<file path="src/rtl/rx_sort_buffer.sv">
// rx_sort_buffer: gathers DEPTH bytes from the UART receiver, bubble-sorts
// them into ascending unsigned order in place, then hands them one at a time
// to the UART transmitter with a DV/Done handshake.
module rx_sort_buffer #(
  parameter int DEPTH = 8,
  parameter int CNT_W = 4
) (
  input  logic       i_clock,
  input  logic       i_reset,
  input  logic       i_Rx_DV,
  input  logic [7:0] i_Rx_Byte,
  output logic       o_Tx_DV,
  output logic [7:0] o_Tx_Byte,
  input  logic       i_Tx_Done,
  output logic       o_busy,
  output logic       o_frame_done,
  output logic       o_overrun
);

  typedef enum logic [1:0] {
    S_COLLECT = 2'd0,
    S_SORT    = 2'd1,
    S_SEND    = 2'd2,
    S_WAIT    = 2'd3
  } state_t;

  state_t state_r;
  state_t state_nx_s;

  // Buffer is sized to the full counter range so every index is in bounds.
  logic [7:0]       mem_r [0:(2**CNT_W)-1];
  logic [CNT_W-1:0] wr_r;
  logic [CNT_W-1:0] p_r;
  logic [CNT_W-1:0] j_r;
  logic [CNT_W-1:0] k_r;
  logic             swap_r;

  logic [7:0]       a_s;
  logic [7:0]       b_s;
  logic [CNT_W-1:0] j_nx_s;
  logic [CNT_W-1:0] last_j_s;
  logic             gt_s;
  logic             pass_end_s;
  logic             sort_done_s;
  logic             rx_last_s;
  logic             last_k_s;
  logic             frame_end_s;

  // Compare-pair fetch and the terminal-condition decodes shared by FSM and datapath.
  always_comb begin
    j_nx_s      = j_r + CNT_W'(1);
    a_s         = mem_r[j_r];
    b_s         = mem_r[j_nx_s];
    gt_s        = (a_s > b_s);
    last_j_s    = CNT_W'(DEPTH - 2) - p_r;
    pass_end_s  = (j_r >= last_j_s);
    // The sort finishes early once a whole pass (this cycle included) saw no swap.
    sort_done_s = (!(swap_r || gt_s)) || (p_r == CNT_W'(DEPTH - 2));
    rx_last_s   = (wr_r == CNT_W'(DEPTH - 1));
    last_k_s    = (k_r == CNT_W'(DEPTH - 1));
    frame_end_s = (state_r == S_WAIT) && i_Tx_Done && last_k_s;
  end

  // Next-state decode.
  always_comb begin
    state_nx_s = state_r;
    case (state_r)
      S_COLLECT: begin
        if (i_Rx_DV && rx_last_s) begin
          state_nx_s = S_SORT;
        end else begin
          state_nx_s = S_COLLECT;
        end
      end
      S_SORT: begin
        if (pass_end_s && sort_done_s) begin
          state_nx_s = S_SEND;
        end else begin
          state_nx_s = S_SORT;
        end
      end
      S_SEND: begin
        state_nx_s = S_WAIT;
      end
      S_WAIT: begin
        if (i_Tx_Done) begin
          if (last_k_s) begin
            state_nx_s = S_COLLECT;
          end else begin
            state_nx_s = S_SEND;
          end
        end else begin
          state_nx_s = S_WAIT;
        end
      end
      default: begin
        state_nx_s = S_COLLECT;
      end
    endcase
  end

  // State register.
  always_ff @(posedge i_clock) begin
    if (i_reset) begin
      state_r <= S_COLLECT;
    end else begin
      state_r <= state_nx_s;
    end
  end

  // Write, pass, compare and transmit index counters plus the per-pass swap flag.
  always_ff @(posedge i_clock) begin
    if (i_reset) begin
      wr_r   <= '0;
      p_r    <= '0;
      j_r    <= '0;
      k_r    <= '0;
      swap_r <= 1'b0;
    end else begin
      case (state_r)
        S_COLLECT: begin
          if (i_Rx_DV) begin
            wr_r <= wr_r + CNT_W'(1);
            if (rx_last_s) begin
              p_r    <= '0;
              j_r    <= '0;
              swap_r <= 1'b0;
            end
          end
        end
        S_SORT: begin
          if (!pass_end_s) begin
            j_r <= j_nx_s;
            if (gt_s) begin
              swap_r <= 1'b1;
            end
          end else if (sort_done_s) begin
            k_r <= '0;
          end else begin
            p_r    <= p_r + CNT_W'(1);
            j_r    <= '0;
            swap_r <= 1'b0;
          end
        end
        S_SEND: begin
          k_r <= k_r;
        end
        S_WAIT: begin
          if (i_Tx_Done) begin
            if (last_k_s) begin
              wr_r <= '0;
            end else begin
              k_r <= k_r + CNT_W'(1);
            end
          end
        end
        default: begin
          wr_r <= '0;
        end
      endcase
    end
  end

  // Byte buffer: filled while collecting, swapped in place while sorting.
  always_ff @(posedge i_clock) begin
    if (!i_reset) begin
      if ((state_r == S_COLLECT) && i_Rx_DV) begin
        mem_r[wr_r] <= i_Rx_Byte;
      end else if ((state_r == S_SORT) && gt_s) begin
        mem_r[j_r]    <= b_s;
        mem_r[j_nx_s] <= a_s;
      end
    end
  end

  // Registered outputs: Tx strobe/byte, frame-done pulse, sticky overrun, busy.
  always_ff @(posedge i_clock) begin
    if (i_reset) begin
      o_Tx_DV      <= 1'b0;
      o_Tx_Byte    <= 8'h00;
      o_frame_done <= 1'b0;
      o_overrun    <= 1'b0;
      o_busy       <= 1'b0;
    end else begin
      o_Tx_DV      <= (state_r == S_SEND);
      if (state_r == S_SEND) begin
        o_Tx_Byte <= mem_r[k_r];
      end
      o_frame_done <= frame_end_s;
      // Any byte arriving outside S_COLLECT is lost, including on the frame-complete cycle.
      o_overrun    <= o_overrun || (i_Rx_DV && (state_r != S_COLLECT));
      o_busy       <= (state_nx_s != S_COLLECT);
    end
  end

endmodule

</file>
<file path="config.mk">
export PLATFORM = sky130hd
export DESIGN_NAME = rx_sort_buffer
export DESIGN_NICKNAME = d
export VERILOG_FILES = /design/src/rtl/rx_sort_buffer.sv
export SDC_FILE = /design/constraint.sdc
export NUM_CORES = 1
export LEC_CHECK = 0
export BUFFER_PORTS_ARGS = -buffer_cell sky130_fd_sc_hd__buf_4
export CAP_MARGIN = 20
export CORE_UTILIZATION = 25
export DETAILED_ROUTE_END_ITERATION = 10
export GPL_TIMING_DRIVEN = 0
export SYNTH_ARGS = -nofsm -noshare
export SYNTH_HDL_FRONTEND = slang
export SYNTH_SLANG_ARGS = --single-unit
</file>
<file path="constraint.sdc">
create_clock -name i_clock -period 5.4 [get_ports i_clock]
set_input_delay 1.08 -clock i_clock [delete_from_list [all_inputs] [get_ports i_clock]]
set_output_delay 1.08 -clock i_clock [all_outputs]
set_load 0.005 [all_outputs]
</file>
==> out/results.tsv <==
metric	value	unit
outcome	finished, violations left	
violations in the final reports	design-rule violations	
H-Tree Level Count	4	
Tightest Hold Check Type	reg -> reg	
iteration-0 DRC count of the detailed router	1109	
area of all sequential standard cells	0.004546	sq mm
antenna violations before repair	0	
Yosys Warn Count	0	
Post-synth ARST share	0	
CP max FO	10	
insertion delay to the later sink of the worst-skew pair	0.45	ns
top-area cell type share of the netlist area	0.3519	
total clock sinks	163	
pin count of the biggest net entering global routing	17	
commonest cells after routing, fill and taps aside	150 x sky130_fd_sc_hd__mux2i_1, 128 x sky130_fd_sc_hd__edfxtp_1, 93 x sky130_fd_sc_hd__mux4_2	
sequential share of the synthesized area	0.4160	
layout-stage area growth over the synthesis result	19.12	%
WL/cell	23.74	um
total standard cell area after synthesis	0.01092	sq mm
predominant post-synthesis flop cell	sky130_fd_sc_hd__edfxtp_1	
first-pass GRT wire length	51.72	mm
Layout Utilization	0.3021	
ranking of synthesized cells by area	sky130_fd_sc_hd__edfxtp_1 35%, sky130_fd_sc_hd__mux4_2 19%, sky130_fd_sc_hd__mux2i_1 14%, sky130_fd_sc_hd__dfxtp_1 6.4%, sky130_fd_sc_hd__mux4_1 2.9%	
Power Density	208.1	mW/mm^2
total die area	0.04453	sq mm
Net Count, Synth	827	
Total Routing Usage GR	0.1597	
CTS tree	yes	
hpwl dp	25.89	mm
category of the worst setup path capture point	flip-flop	
final critical delay including setup and external delays	5.277	ns
Initial DRT Pass Iterations	9	
commonest non-fill, non-tap cell in the layout	sky130_fd_sc_hd__mux2i_1	
Finish-stage setup viols	0	
count of mapped cells out of synthesis	793	
buffer type at the clock tree root	sky130_fd_sc_hd__clkbuf_16	
routed vias/inst	5.351	
area of the placeable core	0.04308	sq mm
total overflow reported by the global router	0	
Hold Fails Final Rpt	0	
area used by multi-input combinational logic	0.006218	sq mm
worst vdd ir	0.0001909	V
count of distinct cell types in the synthesized netlist	61	
die boundary width	211.0	um
Worst Path Required	5.51	ns
number of rows created at floorplan	76	
fin area	0.01301	sq mm
Initial Util	0.2536	
antenna diode count	0	
Seq cells post-synth	163	
number of port buffers	23	
area leader, netlist	sky130_fd_sc_hd__edfxtp_1	
actual slew at the worst max-slew pin	0.8541	ns
DRT Wirelength	34.63	mm
type of origin of the critical path	flip-flop	
post-placement cell area	0.01185	sq mm
Worst Path Arrival	5.38	ns
number of max-slew violations in the final report	0	
layout cell share with drive strength beyond 1	0.3375	
vias in the first global route	8019	
clk_skew	0.01781	ns
io pins	24	
Filler Cell Count	4313	
Final ANT Viol Nets	0	
LEAKAGE	4.081	nW
share of the cycle needed by the critical path after routing	0.9772	
Achievable Freq	189.5	MHz
maximum buffer depth of the clock tree	2	
Crit Path Class	reg -> reg	
worst slew margin relative to its limit	0.4306	
setup repair after global routing missed its margin	true	
net count of the finished layout	896	
number of violations of the max-capacitance limit	0	
clock buffers created by TritonCTS	17	
clock transition time at the flip-flop clock pins of the worst setup and hold paths	0.07	ns
die height	211.0	um
number of enable-type register cells in the synthesized netlist	128	
mean cell area of the mapped netlist	13.77	sq um
total power consumption of the routed design	2.707	mW
number of hold buffers added after CTS	0	
Vias	7807	
Remaining DRCs	2	
last weighted congestion value of the routability-driven placer	0.9041	
-- what timing repair did --
item | 4_1_cts | 5_1_grt
endpoints found under the setup margin | 258 | 209
pin swaps | 11 | 1
buffers inserted | 17 | 6
resized for setup | 49 | 22
hold endpoints to repair | 0 | 0
-- metal layers --
layer / wire (um) / track usage
met1: 13600 / 0.1990
met3: 2524 / 0.02988
met4: 1248 / 0.06322
met5: 0 / 0
met2: 17250 / 0.2719
-- state kept, by name (all words and copies together) (netlist names), named ones only --
register      flops
mem_r           128
state_r           2
wr_r              4
swap_r            1
o_Tx_DV           1
o_busy            1
k_r               4
o_Tx_Byte         8
j_r               4
o_frame_done      1
o_overrun         1
p_r               4
-- cells in the mapped netlist (11+ instances only) --
| library cell | count |
|---|---|
| sky130_fd_sc_hd__a21oi_1 | 28 |
| sky130_fd_sc_hd__buf_2 | 32 |
| sky130_fd_sc_hd__clkbuf_1 | 15 |
| sky130_fd_sc_hd__dfxtp_1 | 35 |
| sky130_fd_sc_hd__edfxtp_1 | 128 |
| sky130_fd_sc_hd__ha_1 | 22 |
| sky130_fd_sc_hd__inv_1 | 18 |
| sky130_fd_sc_hd__mux2_2 | 15 |
| sky130_fd_sc_hd__mux2i_1 | 153 |
| sky130_fd_sc_hd__mux4_1 | 12 |
| sky130_fd_sc_hd__mux4_2 | 93 |
| sky130_fd_sc_hd__nand2_1 | 42 |
| sky130_fd_sc_hd__nand3_1 | 17 |
| sky130_fd_sc_hd__nor2_1 | 19 |
| sky130_fd_sc_hd__nor2_2 | 11 |
| sky130_fd_sc_hd__o22ai_1 | 13 |
-- worst paths after layout --
check	cells after the start	start	slack (ns)	endpoint
hold / removal	2	o_Tx_Byte[2]	0.46	o_Tx_Byte[2]
setup / recovery	17	j_r[0]	0.12	mem_r[10][6]
hold reg to reg	2	o_Tx_Byte[2]	0.46	o_Tx_Byte[2]
setup reg to reg	17	j_r[0]	0.12	mem_r[10][6]
-- cells by family (layout without fill, tap and decap cells) --
| logic type | after synthesis | after routing | share of synthesized area |
|---|---|---|---|
| muxes | 274 | 274 | 0.3784 |
| DFF | 163 | 163 | 0.4160 |
| and+or+nand+nor | 132 | 132 | 0.06082 |
| AOI/OAI and AO/OA | 113 | 113 | 0.07217 |
| buffers and inverters | 83 | 164 | 0.04021 |
| adders and majority gates | 22 | 22 | 0.02520 |
| xor gates and xnor gates | 6 | 6 | 0.007218 |
-- layout make-up --
cell class	instances	area share
Timing Repair Buffer	50	0.03885
Clock inverter	14	0.008174
Tap cell	585	0.05626
Multi-Input combinational cell	547	0.4779
Sequential cell	163	0.3494
Clock buffer	17	0.03270
Inverter	18	0.005193
Buffer	65	0.03154
-- metrics by stage --
step / hold slack (ns) / TNS [ns] / std cells / setup WS [ns]
final: 0.4552 / 0 / 1459 / 0.1232
after CTS: 0.4584 / -0.05203 / 1453 / -0.01026
after global routing: 0.4742 / -0.04632 / 1459 / -0.02018
after global placement: 0.4485 / -182.20 / 1401 / -1.251
after floorplan: 0.4421 / 0 / 793 / 0.4712
after detailed placement: 0.4497 / -168.50 / 1405 / -1.217
-- worst max-delay path, stage by stage (launching register included) --
cell	delay (ns)
sky130_fd_sc_hd__dfxtp_2	0.39
sky130_fd_sc_hd__buf_6	0.20
sky130_fd_sc_hd__buf_6	0.21
sky130_fd_sc_hd__inv_1	0.15
sky130_fd_sc_hd__ha_1	0.32
sky130_fd_sc_hd__buf_6	0.15
sky130_fd_sc_hd__buf_12	0.17
sky130_fd_sc_hd__mux4_2	0.50
sky130_fd_sc_hd__mux4_2	0.58
sky130_fd_sc_hd__ha_1	0.35
sky130_fd_sc_hd__nand4_1	0.12
sky130_fd_sc_hd__nor2_1	0.09
sky130_fd_sc_hd__or2_2	0.40
sky130_fd_sc_hd__clkbuf_4	0.26
sky130_fd_sc_hd__a21oi_1	0.21
sky130_fd_sc_hd__and3_1	0.18
sky130_fd_sc_hd__buf_2	0.34
sky130_fd_sc_hd__o21bai_4	0.30
-- where the power goes --
group          leakage [nW]  switching (mW)  total [mW]  internal [mW]
clock                 0.250           0.566        1.16          0.591
sequential             1.44         0.00674        1.36           1.36
combinational          2.40           0.113       0.185         0.0727
total                  4.08           0.686        2.71           2.02
Note: power is estimated with default switching activity, not from simulation.
